File: config.mk
export PLATFORM = sky130hd
export DESIGN_NAME = mul_div_unit
export DESIGN_NICKNAME = d
export VERILOG_FILES = /design/src/rtl/mul_div_unit_pkg.sv /design/src/rtl/mul_div_unit_iter.sv /design/src/rtl/mul_div_unit.sv
export SDC_FILE = /design/constraint.sdc
export NUM_CORES = 1
export LEC_CHECK = 0
export ABC_AREA = 1
export BUFFER_PORTS_ARGS = -buffer_cell sky130_fd_sc_hd__clkbuf_2
export CORE_ASPECT_RATIO = 1.2
export CORE_MARGIN = 4
export CORE_UTILIZATION = 40
export DETAILED_ROUTE_END_ITERATION = 10
export PLACE_DENSITY = 0.59
export SETUP_SLACK_MARGIN = 0.3
export SYNTH_ARGS = -nofsm -noshare
export SYNTH_HDL_FRONTEND = slang
export SYNTH_HIERARCHICAL = 1
export SYNTH_SLANG_ARGS = --single-unit
export TNS_END_PERCENT = 5
File: constraint.sdc
create_clock -name clk_i -period 3.35 [get_ports clk_i]
set_input_delay 0.335 -clock clk_i [delete_from_list [all_inputs] [get_ports clk_i]]
set_output_delay 0.335 -clock clk_i [all_outputs]
set_load 0.1 [all_outputs]
File: src/rtl/mul_div_unit_pkg.sv
// Shared types for the RV32M multiply/divide unit.
// Op encodings follow funct3; flag indices are shared with the ALU.
package mul_div_unit_pkg;

  typedef enum logic [2:0] {
    MUL    = 3'd0,
    MULH   = 3'd1,
    MULHSU = 3'd2,
    MULHU  = 3'd3,
    DIV    = 3'd4,
    DIVU   = 3'd5,
    REM    = 3'd6,
    REMU   = 3'd7
  } MulDiv_Ops;

  typedef enum logic [1:0] {
    IDLE = 2'd0,
    CALC = 2'd1,
    FIX  = 2'd2,
    DONE = 2'd3
  } MulDivState;

  localparam int FlagSize = 4;
  localparam int FLAG_V   = 3;
  localparam int FLAG_N   = 2;
  localparam int FLAG_C   = 1;
  localparam int FLAG_Z   = 0;

endpackage

File: src/rtl/mul_div_unit_iter.sv
// One radix-2 iteration: shift-add multiply or restoring divide step.
// hi/lo hold {product} for multiply and {rem,quot} for divide.
module md_iter_core #(
  parameter int W = 32
) (
  input  logic         div_i,
  input  logic [W-1:0] hi_i,
  input  logic [W-1:0] lo_i,
  input  logic [W-1:0] m_i,
  output logic [W-1:0] hi_o,
  output logic [W-1:0] lo_o
);

  logic [W:0] sum;
  logic [W:0] sh;
  logic [W:0] diff;

  assign sum  = lo_i[0] ? ({1'b0, hi_i} + {1'b0, m_i})
                        : {1'b0, hi_i};
  assign sh   = {hi_i, lo_i[W-1]};
  assign diff = sh - {1'b0, m_i};

  always_comb begin
    hi_o = sum[W:1];
    lo_o = {sum[0], lo_i[W-1:1]};
    if (div_i) begin
      // remainder < divisor, so the shifted value fits in W+1 bits
      hi_o = diff[W] ? sh[W-1:0] : diff[W-1:0];
      lo_o = {lo_i[W-2:0], ~diff[W]};
    end
  end

endmodule

File: src/rtl/mul_div_unit.sv
// Sequential RV32M multiply/divide unit, one radix-2 step per cycle.
// FSM, sign handling and RISC-V divide special cases live here.
module mul_div_unit
  import mul_div_unit_pkg::*;
#(
  parameter int DATA_WIDTH = 32,
  parameter int CNT_WIDTH  = $clog2(DATA_WIDTH)
) (
  input  logic                  clk_i,
  input  logic                  reset_ni,
  input  logic                  start_i,
  input  logic                  kill_i,
  input  MulDiv_Ops             func_op_i,
  input  logic [DATA_WIDTH-1:0] a_i,
  input  logic [DATA_WIDTH-1:0] b_i,
  output logic                  busy_o,
  output logic                  done_o,
  output logic [DATA_WIDTH-1:0] y_o,
  output logic [FlagSize-1:0]   flags_o
);

  localparam int W = DATA_WIDTH;

  MulDivState           state_q, state_d;
  MulDiv_Ops            op_q, op_d;
  logic [CNT_WIDTH-1:0] cnt_q, cnt_d;
  logic [W-1:0]         hi_q, hi_d;
  logic [W-1:0]         lo_q, lo_d;
  logic [W-1:0]         m_q, m_d;
  logic [W-1:0]         y_q, y_d;
  logic                 neg_q, neg_d;
  logic                 aneg_q, aneg_d;
  logic [FlagSize-1:0]  flags_q, flags_d;

  logic [W-1:0]   hi_n, lo_n;
  logic           a_sgn, b_sgn;
  logic [W-1:0]   a_mag, b_mag;
  logic           div_zero, div_ovf;
  logic [W-1:0]   sp_y;
  logic [2*W-1:0] prod, prod_s;
  logic [W-1:0]   quot, rem, res;

  function automatic logic [FlagSize-1:0] mk_flags(
    input logic         v,
    input logic         c,
    input logic [W-1:0] y
  );
    logic [FlagSize-1:0] f;
    f         = '0;
    f[FLAG_V] = v;
    f[FLAG_N] = y[W-1];
    f[FLAG_C] = c;
    f[FLAG_Z] = (y == '0);
    return f;
  endfunction

  md_iter_core #(
    .W(W)
  ) u_iter (
    .div_i(op_q[2]),
    .hi_i (hi_q),
    .lo_i (lo_q),
    .m_i  (m_q),
    .hi_o (hi_n),
    .lo_o (lo_n)
  );

  assign a_sgn = (func_op_i inside {MULH, MULHSU, DIV, REM})
               & a_i[W-1];
  assign b_sgn = (func_op_i inside {MULH, DIV, REM})
               & b_i[W-1];
  assign a_mag = a_sgn ? -a_i : a_i;
  assign b_mag = b_sgn ? -b_i : b_i;

  assign div_zero = func_op_i[2] && (b_i == '0);
  assign div_ovf  = (func_op_i inside {DIV, REM})
                 && (a_i == {1'b1, {(W-1){1'b0}}})
                 && (b_i == '1);
  assign sp_y = div_zero ? (func_op_i[1] ? a_i : '1)
                         : (func_op_i[1] ? '0 : a_i);

  assign prod   = {hi_q, lo_q};
  assign prod_s = neg_q ? -prod : prod;
  assign quot   = neg_q ? -lo_q : lo_q;
  assign rem    = aneg_q ? -hi_q : hi_q;

  always_comb begin
    res = quot;
    unique case (op_q)
      MUL:                 res = prod_s[W-1:0];
      MULH, MULHSU, MULHU: res = prod_s[2*W-1:W];
      DIV, DIVU:           res = quot;
      REM, REMU:           res = rem;
    endcase
  end

  always_comb begin
    state_d = state_q;
    op_d    = op_q;
    cnt_d   = cnt_q;
    hi_d    = hi_q;
    lo_d    = lo_q;
    m_d     = m_q;
    y_d     = y_q;
    neg_d   = neg_q;
    aneg_d  = aneg_q;
    flags_d = flags_q;
    unique case (state_q)
      IDLE, DONE: begin
        state_d = IDLE;
        if (start_i && !kill_i) begin
          op_d    = func_op_i;
          cnt_d   = CNT_WIDTH'(W - 1);
          hi_d    = '0;
          lo_d    = func_op_i[2] ? a_mag : b_mag;
          m_d     = func_op_i[2] ? b_mag : a_mag;
          neg_d   = a_sgn ^ b_sgn;
          aneg_d  = a_sgn;
          state_d = CALC;
          if (div_zero || div_ovf) begin
            y_d     = sp_y;
            flags_d = mk_flags(div_ovf, div_zero, sp_y);
            state_d = DONE;
          end
        end
      end
      CALC: begin
        if (kill_i) begin
          state_d = IDLE;
        end else begin
          hi_d = hi_n;
          lo_d = lo_n;
          if (cnt_q == '0) state_d = FIX;
          else cnt_d = cnt_q - CNT_WIDTH'(1);
        end
      end
      FIX: begin
        if (kill_i) begin
          state_d = IDLE;
        end else begin
          y_d     = res;
          flags_d = mk_flags(1'b0, 1'b0, res);
          state_d = DONE;
        end
      end
    endcase
  end

  always_ff @(posedge clk_i or negedge reset_ni) begin
    if (!reset_ni) begin
      state_q <= IDLE;
      op_q    <= MUL;
      cnt_q   <= '0;
      hi_q    <= '0;
      lo_q    <= '0;
      m_q     <= '0;
      y_q     <= '0;
      neg_q   <= 1'b0;
      aneg_q  <= 1'b0;
      flags_q <= '0;
    end else begin
      state_q <= state_d;
      op_q    <= op_d;
      cnt_q   <= cnt_d;
      hi_q    <= hi_d;
      lo_q    <= lo_d;
      m_q     <= m_d;
      y_q     <= y_d;
      neg_q   <= neg_d;
      aneg_q  <= aneg_d;
      flags_q <= flags_d;
    end
  end

  assign busy_o  = (state_q == CALC) || (state_q == FIX);
  assign done_o  = (state_q == DONE);
  assign y_o     = y_q;
  assign flags_o = flags_q;

endmodule

==> reports/metrics.json, run 1 <==
{
  "floorplan": {
    "die_height_um": 246,
    "core-area_um2": 46900,
    "initial_standard_cell_utilization_of_the_core_pct": 40.4,
    "num_io_pins": 109,
    "dieWidth_um": 207,
    "rows": 87,
    "die_area_um2": 50900
  },
  "sta": {
    "skew_ns": 0.0104,
    "unrepaired_setup_endpoints_after_global_routing": "yes",
    "fin_tns_setup_ns": 0,
    "maxSlewHeadroom_pct": 34.3,
    "max_freq_mhz": 347,
    "max_slew.worst_pin.slew_ns": 0.984,
    "setup_ws_ns": 0.467,
    "timing_hold_violations_final": 0,
    "finalMaxSlewViolations": 0,
    "setup_viol_count_final": 0,
    "post-route-min-period_ns": 2.88,
    "min_period_over_period_pct": 86.1
  },
  "setup_path": {
    "startpoint": "hi_q[12]$_DFFE_PN0P_",
    "critical_path.startpoint_type": "flop",
    "end_kind": "flop",
    "worstPathMaxFanout": 17,
    "rr_startpoint": "hi_q[12]$_DFFE_PN0P_",
    "critical_path_required_ns": 3.65,
    "critical_path_arrival_ns": 3.18,
    "crit_type": "reg -> reg"
  },
  "pwr": {
    "power.static_leakage_uw": 0.0113,
    "worst_ir_drop_vdd_mv": 1.73,
    "power_density_relative_to_cell_area_nw_per_um2": 1120
  },
  "cells_and_area": {
    "finish.net_count": 3696,
    "ff_latch_area_um2": 3580,
    "final_util_pct": 44.9,
    "fillers": 5233,
    "final_layout_size_suffix_gt1_share_pct": 8.31,
    "areaGrowthSynthToFinish_pct": 11.2,
    "finish.cell_count_without_fillers": 4185,
    "multi_input_comb_area_um2": 13200
  },
  "logic_synthesis": {
    "top_cells_by_area_synth": "sky130_fd_sc_hd__nand2_1 24%, sky130_fd_sc_hd__dfrtp_1 19%, sky130_fd_sc_hd__nand3_1 9.2%",
    "ys_top_cells_by_count": "1,209 x sky130_fd_sc_hd__nand2_1, 436 x sky130_fd_sc_hd__inv_1, 373 x sky130_fd_sc_hd__nor2_1",
    "syn-cell-area_um2": 18900,
    "synth.avg_cell_area_um2": 5.49,
    "synth-seq-cells": 143,
    "ys.flop_type": "sky130_fd_sc_hd__dfrtp_1",
    "synth_enable_flop_cells": 0,
    "synth-async-reset-ratio_pct": 100,
    "synthMostInstantiatedCell": "sky130_fd_sc_hd__nand2_1",
    "synth-seq-area-share_pct": 18.9,
    "synth_top_cell_area_share_pct": 24.0,
    "netlist_instances": 3448,
    "synth.distinct_cells": 55,
    "yosys_warnings": 6,
    "yosysTopAreaCell": "sky130_fd_sc_hd__nand2_1",
    "synth_fp_nets": 3595
  },
  "clock_network": {
    "clock_path_buffers": 2,
    "cts_num_sinks": 143,
    "htree_levels": 4,
    "cts_made_buffers": 17,
    "cts_tree": "yes",
    "worstSkewPairLatency_ns": 0.45,
    "cts_root_buffer": "sky130_fd_sc_hd__clkbuf_16",
    "cts.clk_slew.worst_paths_ns": 0.06
  },
  "route": {
    "finalWirelength_mm": 89.8,
    "route.detailed.drc": 0,
    "vias_per_cell": 5.62,
    "drtPass1Iterations": 7,
    "drt_wl_cell_um": 21.4,
    "initialDrtViolationCount": 2656,
    "routed-via-count": 23500,
    "antenna_violating_nets_post_route": 0
  },
  "global_route": {
    "grt_start_max_net_pins": 77,
    "globalRouteTotalUtil_pct": 34.8,
    "globalRoute.totalOverflow": 0,
    "grt_antenna_before_repair": 2,
    "first_global_vias": 21700,
    "grt_first_pass_wirelength_mm": 133
  },
  "job": {
    "maxCapViolCount": 0
  },
  "min_path": {
    "holdCritPathClass": "in -> reg",
    "hold_path_startpoint": "func_op_i[0]"
  },
  "placed_design": {
    "preCtsSetupSlack_ns": 0.432,
    "dp_hpwl_mm": 73.3,
    "port-buffer-count": 108,
    "finalWeightedCongestion": 1.04,
    "place.detailed.instances": 4150
  },
  "outcome": {
    "status": "completed"
  }
}
==> power by group <==
part / switching (uW) / internal [uW]
Combinational: 12800 / 4910
Clock: 851 / 1190
Sequential: 1340 / 2450
==> sequential cells by signal, indices dropped and copies added (netlist names), 2 cells and up <==
signal and count:
flags_o 4, m_q 32, hi_q 32, lo_q 32, y_o 31, op_q 3
cnt_q 5, state_q 2
==> final timing paths <==
check	cells after the start	endpoint	slack [ns]
hold / removal	3	op_q[0]$_DFFE_PN0P_	0.24
hold reg to reg	2	y_o[10]$_DFFE_PN0P_	0.48
setup / recovery	15	lo_q[0]$_DFFE_PN0P_	0.47
min in group asynchronous	2	hi_q[20]$_DFFE_PN0P_	0.43
max in group asynchronous	3	op_q[2]$_DFFE_PN0P_	2.12
setup reg to reg	15	lo_q[0]$_DFFE_PN0P_	0.47
==> final cells by class <==
cell class              instances  share of cell area, %
multi-input cells            2739                   62.5
flip-flops and latches        143                   17.0
inverters                     449                   8.01
repair buffers                199                   5.91
well taps                     623                   3.70
clock buffers                  19                   2.10
clock inverters                12                  0.761
diodes                          1                 0.0119
==> per-layer routing <==
layer / part of all wire, % / track usage (%) / routed length [um] / vias up
li1: - / - / - / 11200
met2: 46 / 57.2 / 41100 / 1232
met5: 0.012 / 0 / 11 / -
met4: 8.0 / 22.2 / 7210 / 2
met1: 38 / 42.4 / 34300 / 10700
met3: 7.9 / 4.99 / 7090 / 293
==> worst max-delay path, stage by stage (launching register included) <==
cell	delay [ns]
sky130_fd_sc_hd__dfrtp_1	0.70
sky130_fd_sc_hd__ha_1	0.38
sky130_fd_sc_hd__nand2_1	0.11
sky130_fd_sc_hd__inv_2	0.04
sky130_fd_sc_hd__nand2_1	0.14
sky130_fd_sc_hd__inv_1	0.07
sky130_fd_sc_hd__a21oi_2	0.18
sky130_fd_sc_hd__nand2_2	0.09
sky130_fd_sc_hd__nand2_2	0.10
sky130_fd_sc_hd__nand2_2	0.07
sky130_fd_sc_hd__nand2_2	0.19
sky130_fd_sc_hd__nand2_8	0.15
sky130_fd_sc_hd__nand2_1	0.16
sky130_fd_sc_hd__nand2_1	0.11
sky130_fd_sc_hd__o21ai_0	0.15
sky130_fd_sc_hd__o21ai_0	0.10
==> stage by stage <==
stage / area [um2] / power (uW) / hold WS, ns
finish: 21100 / 23500 / 0.238
global route: 21100 / 25300 / 0.249
CTS: 21000 / 23000 / 0.227
global placement: 20400 / 20900 / 0.341
floorplan: 18900 / 15200 / 0.0394
detailed placement: 20400 / 20900 / 0.338
==> kinds of logic after synthesis <==
group / share of synthesized area (%)
AOI/OAI and AO/OA: 15.1
buffers and inverters: 11.8
xor gates and xnor gates: 4.12
and+or+nand+nor: 45.0
DFF: 18.9
adders and majority gates: 5.10
==> timing repair <==
item	CTS	global route
endpoints found under the hold margin	51	0
buffers inserted	0	1
setup endpoints to repair	0	34
hold buffers	1	0
gates resized for setup	0	8
==> cells in the final DEF (no fill, tap or decap), types with 5 or more instances in the layout <==
master and instances:
sky130_fd_sc_hd__clkbuf_2 107, sky130_fd_sc_hd__ha_1 74, sky130_fd_sc_hd__xnor2_1 22, sky130_fd_sc_hd__o211ai_1 42, sky130_fd_sc_hd__nor2_1 369, sky130_fd_sc_hd__inv_2 11
sky130_fd_sc_hd__o21ai_1 18, sky130_fd_sc_hd__o221ai_1 5, sky130_fd_sc_hd__nand2_1 1206, sky130_fd_sc_hd__nor2_2 17, sky130_fd_sc_hd__nor4_1 6, sky130_fd_sc_hd__o21bai_1 6
sky130_fd_sc_hd__inv_1 436, sky130_fd_sc_hd__a21oi_1 156, sky130_fd_sc_hd__o21ai_0 243, sky130_fd_sc_hd__dfrtp_1 139, sky130_fd_sc_hd__nand4_1 29, sky130_fd_sc_hd__a22oi_1 17
sky130_fd_sc_hd__buf_4 89, sky130_fd_sc_hd__clkbuf_16 17, sky130_fd_sc_hd__nor3_1 28, sky130_fd_sc_hd__nand3b_1 17, sky130_fd_sc_hd__o31ai_1 6, sky130_fd_sc_hd__nand3_1 346
sky130_fd_sc_hd__xor2_1 67, sky130_fd_sc_hd__nand2_2 12, sky130_fd_sc_hd__a31oi_1 5
(Power assumes the default switching activity.)
==> run 2: changes to the inputs <==
--- a/config.mk
+++ b/config.mk
@@ -15,6 +15,5 @@
 export SETUP_SLACK_MARGIN = 0.3
 export SYNTH_ARGS = -nofsm -noshare
 export SYNTH_HDL_FRONTEND = slang
-export SYNTH_HIERARCHICAL = 1
 export SYNTH_SLANG_ARGS = --single-unit
 export TNS_END_PERCENT = 5
==> reports/metrics.json, run 2 <==
{
  "placed_design": {
    "port-buffer-count": {"value": 108, "change": "unchanged"},
    "preCtsSetupSlack": {"value": 0.205, "unit": "ns", "change": "-0.226 ns"},
    "finalWeightedCongestion": {"value": 1.07, "change": "+2.8%"},
    "dp_hpwl": {"value": 74.6, "unit": "mm", "change": "+1.8%"}
  },
  "clock_network": {
    "cts_num_sinks": {"value": 143, "change": "unchanged"},
    "cts_root_buffer": "sky130_fd_sc_hd__clkbuf_16",
    "htree_levels": {"value": 4, "change": "unchanged"},
    "worstSkewPairLatency": {"value": 0.48, "unit": "ns", "change": "+0.03 ns"},
    "cts_made_buffers": {"value": 17, "change": "unchanged"},
    "clock_path_buffers": {"value": 2, "change": "unchanged"},
    "cts.clk_slew.worst_paths": {"value": 0.07, "unit": "ns", "change": "about the same"},
    "cts_tree": "yes"
  },
  "logic_synthesis": {
    "synth_fp_nets": {"value": 3140, "change": "-13%"},
    "simple_gate_area_share_of_the_yosys_netlist": {"value": 39.1, "unit": "%", "change": "-5.9 points"},
    "synth.distinct_cells": {"value": 53, "change": "-3.6%"},
    "synth-compound-area-share": {"value": 21.0, "unit": "%", "change": "+6.0 points"},
    "netlist_instances": {"value": 2993, "change": "-13%"},
    "synth_enable_flop_cells": {"value": 0, "change": "unchanged"},
    "syn-cell-area": {"value": 17500, "unit": "um2", "change": "-7.7%"},
    "yosys_warnings": {"value": 0, "change": "-6"},
    "ys.flop_type": "sky130_fd_sc_hd__dfrtp_1",
    "synth-seq-cells": {"value": 143, "change": "unchanged"},
    "combinational_family_with_the_most_area_after_synthesis": "simple AND/OR/NAND/NOR gates",
    "synthMostInstantiatedCell": "sky130_fd_sc_hd__nand2_1",
    "post_synth_fa_ha_maj_area_fraction": {"value": 5.52, "unit": "%", "change": "+0.42 points"},
    "synth-async-reset-ratio": {"value": 100, "unit": "%", "change": "unchanged"},
    "ys_top_cells_by_count": "809 x sky130_fd_sc_hd__nand2_1, 399 x sky130_fd_sc_hd__nor2_1, 284 x sky130_fd_sc_hd__nand3_1",
    "yosysTopAreaCell": "sky130_fd_sc_hd__dfrtp_1",
    "top_cells_by_area_synth": "sky130_fd_sc_hd__dfrtp_1 20%, sky130_fd_sc_hd__nand2_1 17%, sky130_fd_sc_hd__nor2_1 8.6%",
    "synth_top_cell_area_share": {"value": 20.5, "unit": "%", "change": "-3.5 points"},
    "synth-xor-area-share": {"value": 4.71, "unit": "%", "change": "+0.59 points"},
    "synth.mux.area_fraction": {"value": 0, "unit": "%", "change": "unchanged"},
    "synth-seq-area-share": {"value": 20.5, "unit": "%", "change": "+1.6 points"},
    "synth.avg_cell_area": {"value": 5.84, "unit": "um2", "change": "+6.4%"}
  },
  "route": {
    "routed-via-count": {"value": 22000, "change": "-6.3%"},
    "drt_wl_cell": {"value": 24.9, "unit": "um", "change": "+16%"},
    "route.detailed.drc": {"value": 0, "change": "unchanged"},
    "antenna_violating_nets_post_route": {"value": 0, "change": "unchanged"},
    "initialDrtViolationCount": {"value": 2667, "change": "+0.41%"},
    "finalWirelength": {"value": 91.2, "unit": "mm", "change": "+1.6%"},
    "drtPass1Iterations": {"value": 6, "change": "-1"},
    "vias_per_cell": {"value": 6.01, "change": "+7.1%"}
  },
  "setup_path": {
    "cp_cell_sequence": "nor2_1 -> nand2_1 -> nor2_1 -> nand2_1 -> o21ai_1 -> nand3_1 -> nand3_1 -> nand3_1 -> nor2_1 -> nand2_1 -> nor2_1 -> nand2_1 -> nor2_1 -> nor2_1 -> nor2_1",
    "crit_type": "reg -> reg",
    "worst_path_largest_cell_delay": {"value": 0.53, "unit": "ns", "change": "-0.17 ns"},
    "cpLargestDelayFamily": "simple AND/OR/NAND/NOR gates",
    "cp_slowest_cell": "sky130_fd_sc_hd__dfrtp_1",
    "rrSetupSlack": {"value": 0.27, "unit": "ns", "change": "-0.20 ns"},
    "critical_path_arrival": {"value": 3.48, "unit": "ns", "change": "+0.30 ns"},
    "cp.buffers_inverters": {"value": 0, "change": "-2"},
    "critical_path_required": {"value": 3.75, "unit": "ns", "change": "+0.10 ns"},
    "end_kind": "flop",
    "worstPathMaxFanout": {"value": 6, "change": "-11"},
    "cell_repeated_most_along_the_worst_path": "sky130_fd_sc_hd__nor2_1",
    "critical_path.startpoint_type": "flop"
  },
  "floorplan": {
    "rows": {"value": 83, "change": "-4.6%"},
    "num_io_pins": {"value": 109, "change": "unchanged"},
    "initial_standard_cell_utilization_of_the_core": {"value": 40.7, "unit": "%", "change": "+0.31 points"},
    "die_area": {"value": 47100, "unit": "um2", "change": "-7.4%"},
    "dieWidth": {"value": 199, "unit": "um", "change": "-3.8%"},
    "core-area": {"value": 43000, "unit": "um2", "change": "-8.4%"},
    "die_height": {"value": 237, "unit": "um", "change": "-3.8%"}
  },
  "cells_and_area": {
    "final_layout_size_suffix_gt1_share": {"value": 9.71, "unit": "%", "change": "+1.4 points"},
    "finish.net_count": {"value": 3244, "change": "-12%"},
    "mostFrequentLayoutCells": "809 x sky130_fd_sc_hd__nand2_1, 395 x sky130_fd_sc_hd__nor2_1, 283 x sky130_fd_sc_hd__nand3_1",
    "areaGrowthSynthToFinish_pct": 12.3,
    "layout.cells.most_common": "sky130_fd_sc_hd__nand2_1",
    "insertedDiodeCount": {"value": 0, "change": "-1"},
    "largestRegisters": "hi_q x32, lo_q x32, m_q x32"
  },
  "global_route": {
    "grt_antenna_before_repair": {"value": 2, "change": "unchanged"},
    "globalRoute.totalOverflow": {"value": 0, "change": "unchanged"},
    "globalRouteTotalUtil": {"value": 37.7, "unit": "%", "change": "+2.9 points"},
    "grt_start_max_net_pins": {"value": 69, "change": "-10%"},
    "grt_first_pass_wirelength": {"value": 133, "unit": "mm", "change": "-0.56%"},
    "first_global_vias": {"value": 20500, "change": "-5.7%"}
  },
  "sta": {
    "hold_ws": {"value": 0.238, "unit": "ns", "change": "+0.000236 ns"},
    "post-route-min-period": {"value": 3.08, "unit": "ns", "change": "+0.198 ns"},
    "fin_tns_setup": {"value": 0, "unit": "ns", "change": "unchanged"},
    "min_period_over_period": {"value": 92.0, "unit": "%", "change": "+5.9 points"},
    "max_freq": {"value": 324, "unit": "MHz", "change": "-6.4%"},
    "setup_ws": {"value": 0.268, "unit": "ns", "change": "-0.198 ns"},
    "finalMaxSlewViolations": {"value": 0, "change": "unchanged"},
    "skew": {"value": 0.0249, "unit": "ns", "change": "+0.0145 ns"},
    "unrepaired_setup_endpoints_after_global_routing": "yes",
    "setup_viol_count_final": {"value": 0, "change": "unchanged"},
    "maxSlewHeadroom": {"value": 21.1, "unit": "%", "change": "-13 points"},
    "max_slew.worst_pin.slew": {"value": 1.18, "unit": "ns", "change": "+0.198 ns"},
    "timing_hold_violations_final": {"value": 0, "change": "unchanged"}
  },
  "pwr": {
    "power_density_relative_to_cell_area": {"value": 748, "unit": "nW/um2", "change": "-33%"},
    "power.static_leakage": {"value": 0.00965, "unit": "uW", "change": "-14%"},
    "total_power": {"value": 14700, "unit": "uW", "change": "-38%"},
    "worst_ir_drop_vdd": {"value": 0.923, "unit": "mV", "change": "-47%"}
  },
  "job": {
    "maxCapViolCount": {"value": 0, "change": "unchanged"}
  },
  "min_path": {
    "holdCritPathClass": "in -> reg"
  },
  "outcome": {
    "status": "completed"
  }
}
==> run 2: cell types whose count changed in the layout (fill, tap and decap cells not counted), sizes merged, moves of 8 or more <==
cell / delta
inv: -158
nand3: -59
or2: +11
a21oi: +44
nor2: +21
a31oi: +18
o221ai: +20
nand2: -406
o21ai: +28
a21o: +8
==> run 2: metal layers <==
metal  global-route usage, %  vias up  wire length (um)
li1                        -    10200                 -
met1                    49.0    10300             36100
met2                    57.5     1325             39700
met3                    7.54      259              8570
met4                    22.7        2              6840
met5                       0        -                12
==> run 2: power breakdown <==
part,switching (uW),total (uW),internal [uW]
Sequential,695,2860,2170
Clock,971,2050,1080
Combinational,7080,9770,2690
==> run 2: worst register-to-register path, stage by stage (launching register included) <==
cell,delay (ns)
sky130_fd_sc_hd__dfrtp_1,0.53
sky130_fd_sc_hd__nor2_1,0.28
sky130_fd_sc_hd__nand2_1,0.17
sky130_fd_sc_hd__nor2_1,0.39
sky130_fd_sc_hd__nand2_1,0.18
sky130_fd_sc_hd__o21ai_1,0.22
sky130_fd_sc_hd__nand3_1,0.09
sky130_fd_sc_hd__nand3_1,0.09
sky130_fd_sc_hd__nand3_1,0.35
sky130_fd_sc_hd__nor2_1,0.21
sky130_fd_sc_hd__nand2_1,0.06
sky130_fd_sc_hd__nor2_1,0.13
sky130_fd_sc_hd__nand2_1,0.07
sky130_fd_sc_hd__nor2_1,0.10
sky130_fd_sc_hd__nor2_1,0.05
sky130_fd_sc_hd__nor2_1,0.09
==> run 2: timing repair <==
item	4_1_cts	5_1_grt
endpoints found under the setup margin	0	39
hold buffers	1	0
gates resized for setup	0	10
setup buffers	0	1
endpoints found under the hold margin	65	0
==> run 2: area by class of cell <==
cell class	count	area, um2
fillers	4752	23400
multi-input cells	2446	12300
flip-flops and latches	143	3580
repair buffers	205	1350
inverters	284	1070
well taps	552	691
clock buffers	18	439
clock inverters	14	159
==> run 2: cell families after synthesis <==
group           count (synthesis)
compound gates                651
xor+xnor                       94
fa+ha+maj                      76
buf+inv                       404
flops                         143
simple gates                 1625
==> run 2: final timing paths <==
| check | startpoint | endpoint | cells past startpoint |
|---|---|---|---|
| hold reg to reg | y_o[0]$_DFFE_PN0P_ | y_o[0]$_DFFE_PN0P_ | 2 |
| setup reg to reg | hi_q[7]$_DFFE_PN0P_ | flags_o[0]$_DFFE_PN0P_ | 15 |
| setup / recovery | hi_q[7]$_DFFE_PN0P_ | flags_o[0]$_DFFE_PN0P_ | 15 |
| hold / removal | func_op_i[0] | op_q[0]$_DFFE_PN0P_ | 3 |
| max in group asynchronous | reset_ni | hi_q[14]$_DFFE_PN0P_ | 3 |
| min in group asynchronous | reset_ni | y_o[24]$_DFFE_PN0P_ | 2 |
==> run 2: per-stage QoR <==
| step | util, % | area [um2] | cells |
|---|---|---|---|
| after floorplan | - | 17500 | 2993 |
| after global placement | 44.2 | 19000 | 3628 |
| after detailed placement | 44.2 | 19000 | 3628 |
| after CTS | 45.6 | 19600 | 3661 |
| after global routing | 45.7 | 19600 | 3662 |
| final | 45.7 | 19600 | 3662 |
